[config.mk]
export PLATFORM = sky130hd
export DESIGN_NAME = btn_event_sched_flat
export DESIGN_NICKNAME = d
export VERILOG_FILES = /design/src/rtl/btn_event_sched_pkg.sv /design/src/rtl/btn_event_sched_if.sv /design/src/rtl/btn_event_sched_db_chan.sv /design/src/rtl/btn_event_sched.sv /design/src/flat_wrapper.sv
export SDC_FILE = /design/constraint.sdc
export NUM_CORES = 1
export LEC_CHECK = 0
export ABC_CLOCK_PERIOD_IN_PS = 3300
export CORE_UTILIZATION = 47
export DETAILED_ROUTE_END_ITERATION = 10
export GPL_TIMING_DRIVEN = 0
export PLACE_DENSITY = 0.72
export SYNTH_ARGS = -nofsm -noshare
export SYNTH_HDL_FRONTEND = slang
export SYNTH_SLANG_ARGS = --single-unit
export TNS_END_PERCENT = 20
[constraint.sdc]
create_clock -name clk -period 3.3 [get_ports clk]
set_clock_uncertainty 0.15 [all_clocks]
set_input_delay 0.495 -clock clk [delete_from_list [all_inputs] [get_ports clk]]
set_output_delay 0.495 -clock clk [all_outputs]
set_load 0.005 [all_outputs]
[src/rtl/btn_event_sched_pkg.sv]
// Shared defaults and helpers for the button event scheduler.
package btn_event_sched_pkg;

    localparam int DEF_TICK_BITS    = 19;
    localparam int DEF_STABLE_TICKS = 3;
    localparam int STAB_CNT_W       = 3;

    function automatic int id_width(input int n);
        return (n > 1) ? $clog2(n) : 1;
    endfunction

endpackage

[src/rtl/btn_event_sched_if.sv]
// Press-event valid/ready channel between the scheduler and its consumer.
interface btn_event_sched_if #(
    parameter int N_CH = 4
) ();
    import btn_event_sched_pkg::*;

    localparam int ID_W = id_width(N_CH);

    logic            ev_valid;
    logic [ID_W-1:0] ev_id;
    logic            ev_ready;

    modport master (output ev_valid, output ev_id, input ev_ready);
    modport slave  (input ev_valid, input ev_id, output ev_ready);
endinterface

[src/rtl/btn_event_sched_db_chan.sv]
// One switch channel: 2-flop synchronizer, tick-based stability counter,
// debounced level and a combinational rise strobe aligned with the db update.
module db_chan
    import btn_event_sched_pkg::*;
#(
    parameter int STABLE_TICKS = DEF_STABLE_TICKS
) (
    input  logic clk,
    input  logic rst_n,
    input  logic i_sw,
    input  logic i_tick,
    output logic o_db,
    output logic o_rise
);

    logic                  r_meta;
    logic                  r_sync;
    logic                  r_db;
    logic [STAB_CNT_W-1:0] r_cnt;
    logic                  w_term;

    // Final qualifying tick: db takes the synchronized level on this edge.
    assign w_term = i_tick && (r_sync != r_db) &&
                    (r_cnt == STAB_CNT_W'(STABLE_TICKS - 1));

    always_ff @(posedge clk or negedge rst_n) begin
        if (!rst_n) begin
            r_meta <= 1'b0;
            r_sync <= 1'b0;
            r_db   <= 1'b0;
            r_cnt  <= '0;
        end else begin
            r_meta <= i_sw;
            r_sync <= r_meta;
            if (r_sync == r_db) begin
                r_cnt <= '0;
            end else if (i_tick) begin
                if (w_term) begin
                    r_db  <= r_sync;
                    r_cnt <= '0;
                end else begin
                    r_cnt <= r_cnt + 1'b1;
                end
            end
        end
    end

    assign o_db   = r_db;
    assign o_rise = w_term & r_sync;

endmodule

[src/rtl/btn_event_sched.sv]
// Debounces N_CH switches and presents press events one at a time,
// round-robin across channels, on a valid/ready output register.
module btn_event_sched
    import btn_event_sched_pkg::*;
#(
    parameter int N_CH         = 4,
    parameter int TICK_BITS    = DEF_TICK_BITS,
    parameter int STABLE_TICKS = DEF_STABLE_TICKS
) (
    input  logic              clk,
    input  logic              reset,
    input  logic [N_CH-1:0]   sw,
    output logic [N_CH-1:0]   db,
    output logic [N_CH-1:0]   ovf,
    input  logic              clr_ovf,
    btn_event_sched_if.master ev
);

    localparam int ID_W = id_width(N_CH);

    logic [TICK_BITS-1:0] r_presc;
    logic                 w_tick;
    logic [N_CH-1:0]      w_rise;
    logic [N_CH-1:0]      r_pend;
    logic [N_CH-1:0]      r_ovf;
    logic [N_CH-1:0]      w_grant;
    logic [N_CH-1:0]      w_ovf_set;
    logic [ID_W-1:0]      r_last;
    logic [ID_W-1:0]      r_id;
    logic                 r_valid;
    logic                 w_load;
    logic                 w_found;
    logic [ID_W-1:0]      w_win;

    always_ff @(posedge clk or negedge reset) begin
        if (!reset) r_presc <= '0;
        else        r_presc <= r_presc + 1'b1;
    end

    assign w_tick = (r_presc == '0);

    for (genvar g = 0; g < N_CH; g++) begin : g_chan
        db_chan #(
            .STABLE_TICKS (STABLE_TICKS)
        ) u_chan (
            .clk    (clk),
            .rst_n  (reset),
            .i_sw   (sw[g]),
            .i_tick (w_tick),
            .o_db   (db[g]),
            .o_rise (w_rise[g])
        );
    end

    assign w_load = !r_valid || ev.ev_ready;

    // Search starts just after the last granted channel and wraps.
    always_comb begin
        w_found = 1'b0;
        w_win   = '0;
        for (int k = 1; k <= N_CH; k++) begin
            if (!w_found && r_pend[(int'(r_last) + k) % N_CH]) begin
                w_found = 1'b1;
                w_win   = ID_W'((int'(r_last) + k) % N_CH);
            end
        end
    end

    assign w_grant   = (w_load && w_found) ? (N_CH'(1) << w_win) : '0;
    // A rise on a channel whose pending press is being granted this cycle is not a loss.
    assign w_ovf_set = w_rise & r_pend & ~w_grant;

    always_ff @(posedge clk or negedge reset) begin
        if (!reset) begin
            r_pend <= '0;
            r_ovf  <= '0;
        end else begin
            r_pend <= (r_pend & ~w_grant) | w_rise;
            r_ovf  <= (r_ovf & ~{N_CH{clr_ovf}}) | w_ovf_set;
        end
    end

    always_ff @(posedge clk or negedge reset) begin
        if (!reset) begin
            r_valid <= 1'b0;
            r_id    <= '0;
            r_last  <= ID_W'(N_CH - 1);
        end else if (w_load) begin
            r_valid <= w_found;
            if (w_found) begin
                r_id   <= w_win;
                r_last <= w_win;
            end
        end
    end

    assign ev.ev_valid = r_valid;
    assign ev.ev_id    = r_id;
    assign ovf         = r_ovf;

endmodule

[src/flat_wrapper.sv]
// flat-port wrapper written by rule: the top's interface ports become plain ports
module btn_event_sched_flat import btn_event_sched_pkg::*;
#(
    parameter int N_CH         = 4,
    parameter int TICK_BITS    = DEF_TICK_BITS,
    parameter int STABLE_TICKS = DEF_STABLE_TICKS
)
  (clk, reset, sw, db, ovf, clr_ovf, ev_ev_valid, ev_ev_id, ev_ev_ready);
  btn_event_sched_if #(.N_CH(N_CH)) ev_i ();
  input  logic clk;
  input  logic reset;
  input  logic [N_CH-1:0] sw;
  output logic [N_CH-1:0] db;
  output logic [N_CH-1:0] ovf;
  input  logic clr_ovf;
  output wire logic [$bits(ev_i.ev_valid)-1:0] ev_ev_valid;
  output wire logic [$bits(ev_i.ev_id)-1:0] ev_ev_id;
  input wire logic [$bits(ev_i.ev_ready)-1:0] ev_ev_ready;
  assign ev_ev_valid = ev_i.ev_valid;
  assign ev_ev_id = ev_i.ev_id;
  assign ev_i.ev_ready = ev_ev_ready;
  btn_event_sched #(.N_CH(N_CH), .TICK_BITS(TICK_BITS), .STABLE_TICKS(STABLE_TICKS)) u_core (.clk(clk), .reset(reset), .sw(sw), .db(db), .ovf(ovf), .clr_ovf(clr_ovf), .ev(ev_i));
endmodule
## Word level (Yosys, flattened, before mapping)

Index checks and enable logic that the tools add are counted.

- Register bits: 56
- Input bits: 8
- Word-level logic and storage cells: 132

- $add $sub $neg: 9
- Magnitude comparators: 4
- Equal/unequal tests: 12
- Shifts and indexed selects: 1
- Multiplexer cells: 33
- Bitwise operators: 20
- Reductions and logical operators: 31

Operator list:

| operator | number |
|---|---|
| 3-bit 2-to-1 mux | 12 |
| 19-bit by 1-bit adder with 19-bit output, second input constant | 1 |
| 19-bit zero test | 1 |
| 4-bit bitwise AND | 4 |
| 3-bit by 4-bit less-than comparator with 1-bit output, second input constant | 4 |
| 3-bit by 1-bit adder with 3-bit output, second input constant | 4 |
| 3-bit by 2-bit == test with 1-bit output, second input constant | 4 |
| 1-bit logical AND | 12 |
| 1-bit 2-to-1 mux | 12 |
| 3-bit AND reduction | 4 |
| 1-bit binary-select mux with 2-bit select | 4 |
| 2-bit 2-to-1 mux | 4 |
| 4-bit NOT | 2 |
| 4-bit bitwise OR | 2 |
| 2-bit nonzero test | 4 |
| 2-bit OR reduction | 4 |
| 2-bit by 1-bit adder with 2-bit output, second input constant | 2 |
| 2-bit adder, second input constant | 2 |
| 1-bit bitwise AND | 4 |
| 1-bit bitwise AND, first input constant | 4 |
| 1-bit == test | 4 |
| 1-bit zero test | 4 |
| 4-bit 2-to-1 mux | 1 |
| 1-bit inequality test | 4 |
| other kinds (4) | 7 |

## Logic depth before layout (Yosys ltp)

- Depth in word-level cells: 21
- Mapped depth: 9
- Gate-level depth less buffers: 7

## Cells and area by module

From an unflattened synthesis, not the netlist that was laid out.

- Cell total of the unflattened synthesis: 243
- Area, all modules: 2,690.1 sq um

Modules (own cells, without submodules):

| module | times used | cells an instance | area each (sq um) | seq. area each (sq um) |
|---|---|---|---|---|
| btn_event_sched | 1 | 147 | 1,569.0 | 803.3 |
| db_chan | 4 | 24 | 280.3 | 150.1 |

## Worst setup path before layout

Ideal clock, no wire load.

- Path type: reg-to-reg
- From: register u_core.r_presc[16]
- To: register u_core.g_chan[0].u_chan.r_cnt[1]
- Library setup time: 73 ps
- Data arrival time: 1,740 ps
- Data required time: 3,077 ps
- Setup slack: 1,337 ps
- Cell stages (with the launch flop): 7
- Clock period less this slack: 1,963 ps
- Cells stage by stage: dfrtp_1 or4_4 nor3_4 nand2_2 buf_6 or3_1 a21oi_2

- Word-level cells in the longest chain between the ends: 6
- Elaborated cells on any way between the ends: 7
- Those cells by class: mux (3); reduce/logical (4)

Ends and longest elaborated chain:

| element | line | RTL |
|---|---|---|
| start, declared | btn_event_sched.sv:21 | `logic [TICK_BITS-1:0] r_presc;` |
| start signal, assigned | btn_event_sched.sv:37 | `else r_presc <= r_presc + 1'b1;` |
| 19-bit zero test * | btn_event_sched.sv:40 | `assign w_tick = (r_presc == '0);` |
| 1-bit logical AND (2 in a row) | btn_event_sched_db_chan.sv:23 | `assign w_term = i_tick && (r_sync != r_db) &&` |
| 3-bit 2-to-1 mux | btn_event_sched_db_chan.sv:38 | `if (w_term) begin` |
| 3-bit 2-to-1 mux | btn_event_sched_db_chan.sv:37 | `end else if (i_tick) begin` |
| 3-bit 2-to-1 mux | btn_event_sched_db_chan.sv:35 | `if (r_sync == r_db) begin` |
| end signal, assigned | btn_event_sched_db_chan.sv:42 | `r_cnt <= r_cnt + 1'b1;` |
| end, declared | btn_event_sched_db_chan.sv:19 | `logic [STAB_CNT_W-1:0] r_cnt;` |

Mark *: on every way between the ends. The rest lies on a longest branch, timed or not. The select of a mux whose other input is x is not followed.
A chain may end at the register's enable or synchronous reset.

## Worst setup path after layout

- From: register u_core.r_presc[16]
- To: register u_core.g_chan[0].u_chan.r_cnt[2]

The elaborated chain is that of the path after synthesis.

==> flow_summary.ini <==
[synthesis]
ys_types = 41
ys.flop_type = dfrtp_1
synth.net_count = 257
synth-compound-area-share_pct = 7.14
syn_avg_cell_area_um2 = 10.7
netlist_area_um2 = 2560
synth_adder_area_share_pct = 4.89
async_flop_share_pct = 100
synth-simple-area-share_pct = 19.4
synthMuxAreaShare_pct = 2.15
syn_inst = 239
ys_seq_area_share_pct = 54.8
ys_warn_count = 0
synth_edf_count = 0
synth_seq_cells = 56
synth_top_family_by_area = simple AND/OR/NAND/NOR gates
synth-xor-area-share_pct = 7.18

[routing]
vias = 1693
firstDrtPassIters = 4
routedWlPerCell_um = 12.4
totalWireLength_um = 4190
post_drt_via_cell_ratio = 5.02
route.detailed.drc = 0
first_iter_violations = 82
ant_nets = 0

[placement]
dpl.cell_count = 328
io_buffers = 18
place.gp.congestion = 0.782
place_ws_ns = 1.10
dp_hpwl_um = 3050
placed_area_um2 = 2840

[cts]
cts-root-buf = clkbuf_8
ctsLongestPathBuffers = 2
cts.sinks = 56
numCtsBuffers = 5
clk_latency_ns = 0.31
clk_pin_slew_worst_paths_ns = 0.10
cts_tree = done
post_cts_buffers = 0
htree_num_levels = 2

[floorplanning]
initial_core_util_pct = 49.5
core_area_um2 = 5170
die_w_um = 75.8
die_h_um = 75.8
io_pins = 19
rows = 26
dieArea_um2 = 5750

[sta]
finalHoldViolCount = 0
post-route-period-util_pct = 66.3
slew_violations = 0
fmax_ghz = 0.457
fin_ws_ns = 1.11
relSlewSlack_pct = 66.5
tightest_slew_ns = 0.503
finalCriticalPeriod_ns = 2.19
rsz0062_at_grt = no
setup_viol = 0

[global_routing]
groute.layer.met2.usage_pct = 26.5
grt.total_usage_pct = 16.9
antenna_found_initial = 0
busiest_layer = met2
grt_max_degree = 36
use_met1_pct = 22.8
use_met3_pct = 4.37
grt_pass1_vias = 1556
grt_overflow = 0
grt_pass1_wl_um = 7070

[setup_path]
crit_path_top_delay_cell = or4_4
rr_startpoint = u_core.r_presc[16]$_DFF_PN0_
end_kind = flip-flop
rrSetupSlack_ns = 1.11
cp.required_ns = 3.34
start_kind = flip-flop
crit_type = reg -> reg
worstPathArrival_ns = 2.23
crit_start = u_core.r_presc[16]$_DFF_PN0_
critPathMaxFanout = 10
worst_path_largest_cell_delay_ns = 0.55
reg2reg_depth = 7
worst_r2r_endpoint = u_core.g_chan[0].u_chan.r_cnt[2]$_DFFE_PN0P_
worstPathCellList = or4_4 -> nor3_4 -> nand2_2 -> buf_6 -> clkbuf_1 -> o21ai_0 -> a21oi_1
cp-endpoint = u_core.g_chan[0].u_chan.r_cnt[2]$_DFFE_PN0P_

[power]
clkPwrFrac_pct = 26.0
pwr_density_cell_nw_per_um2 = 482
pwr-share-seq_pct = 55.8
switching_share_pct = 28.1
leakagePower_nw = 1.32
finalPower_mw = 1.42
power.internal_mw = 1.02
peakVddDrop_uv = 333
combPwrFrac_pct = 18.2
p_sw_mw = 0.399

[layout]
final_common_cell = dfrtp_1
nets = 284
final_core_util_pct = 56.8
fillCellCount = 445
drive_above_1_share_pct = 9.74
syn_to_final_growth_pct = 14.8
final_cell_mix = dfrtp_1 (54), nand2_1 (29), clkdlybuf4s50_1 (17)
antennaDiodeCount = 0
design_area_um2 = 2940
finalNonFillerCells = 337

[flow_run]
drv_cap = 0

[run_status]
status = completed

[hold_path]
hp-class = reg -> reg
stage by stage:
step,setup TNS (ns),hold WS [ns]
6_report,0,0.205
5_1_grt,0,0.219
4_1_cts,0,0.207
3_5_place_dp,0,0.186
3_3_place_gp,-4.36,0.183
2_1_floorplan,0,0.0494
flip-flops by register name (all words and copies together) (netlist names):
register                     count
u_core.r_presc                  19
u_core.g_chan.u_chan.r_cnt      12
u_core.g_chan.u_chan.o_db        4
u_core.g_chan.u_chan.r_meta      4
u_core.g_chan.u_chan.r_sync      4
u_core.ovf                       4
u_core.r_pend                    4
u_core.ev.ev_id                  2
u_core.r_last                    2
u_core.ev.ev_valid               1
critical path, delay by kind of cell, from the launching register on:
kind / cells / cell delay (ns)
DFF: 1 / 0.41
and+or+nand+nor: 3 / 0.82
buffers and inverters: 2 / 0.38
AOI/OAI and AO/OA: 2 / 0.29
cell type report:
type                    count  area, um2  share of cell area (%)
clock buffers               7       76.3                    2.60
flip-flops and latches     56       1400                    47.8
plain buffers               8       53.8                    1.83
inverters                  16       60.1                    2.04
multi-input cells         159       1040                    35.5
well taps                  70       87.6                    2.98
clock inverters             1       8.76                   0.298
repair buffers             20        205                    6.98
synthesized netlist by cell type, drive strengths merged, types with 2 or more instances:
master	n	area, um2
xnor2	13	114
o21ai	9	45.0
or2	2	12.5
and3	4	25.0
nor2b	5	31.3
dfrtp	54	1350
a21oi	14	73.8
nor4	3	18.8
nor2	10	37.5
nor3	4	31.3
or3	8	50.1
mux2	4	45.0
o22ai	4	25.0
clkbuf	2	7.51
xor2	8	70.1
inv	16	60.1
dfstp	2	52.6
buf	6	46.3
or4	5	41.3
nand2	30	115
ha	10	125
nand2b	3	18.8
nand4b	4	35.0
nand3	8	40.0
logic make-up after synthesis:
group           count (synthesis)
simple gates                   91
buf+inv                        24
flops                          56
fa+ha+maj                      10
compound gates                 32
xor+xnor                       21
mux                             5
layer usage:
| metal | share of wire [%] | routed length, um |
|---|---|---|
| met5 | 0 | 0 |
| met2 | 47 | 1960 |
| met3 | 2.4 | 100 |
| met4 | 1.6 | 67 |
| met1 | 49 | 2060 |
timing repair:
action	in CTS	in global routing
resized for setup	0	0
hold endpoints to repair	6	0
hold buffers	1	0
worst min-delay path by stage:
stage                                        startpoint                                       end  slack [ns]  cells after the start
6_report       u_core.g_chan[0].u_chan.r_meta$_DFF_PN0_  u_core.g_chan[0].u_chan.r_sync$_DFF_PN0_        0.20                      0
5_1_grt        u_core.g_chan[0].u_chan.r_meta$_DFF_PN0_  u_core.g_chan[0].u_chan.r_sync$_DFF_PN0_        0.22                      0
4_1_cts        u_core.g_chan[0].u_chan.r_meta$_DFF_PN0_  u_core.g_chan[0].u_chan.r_sync$_DFF_PN0_        0.21                      0
3_5_place_dp   u_core.g_chan[0].u_chan.r_meta$_DFF_PN0_  u_core.g_chan[0].u_chan.r_sync$_DFF_PN0_        0.19                      0
3_3_place_gp   u_core.g_chan[2].u_chan.r_meta$_DFF_PN0_  u_core.g_chan[2].u_chan.r_sync$_DFF_PN0_        0.18                      0
2_1_floorplan                                     reset            u_core.ev.ev_id[0]$_DFFE_PN0P_        0.05                      0
power by group through the flow:
stage	logic, mW	clock network (mW)	registers, mW
3_5_place_dp	0.261	0	0.804
3_3_place_gp	0.253	0	0.802
5_1_grt	0.296	0.403	0.800
4_1_cts	0.263	0.382	0.790
2_1_floorplan	0.168	0	0.793
6_report	0.258	0.368	0.790
Power figures use the tool's default switching activity.
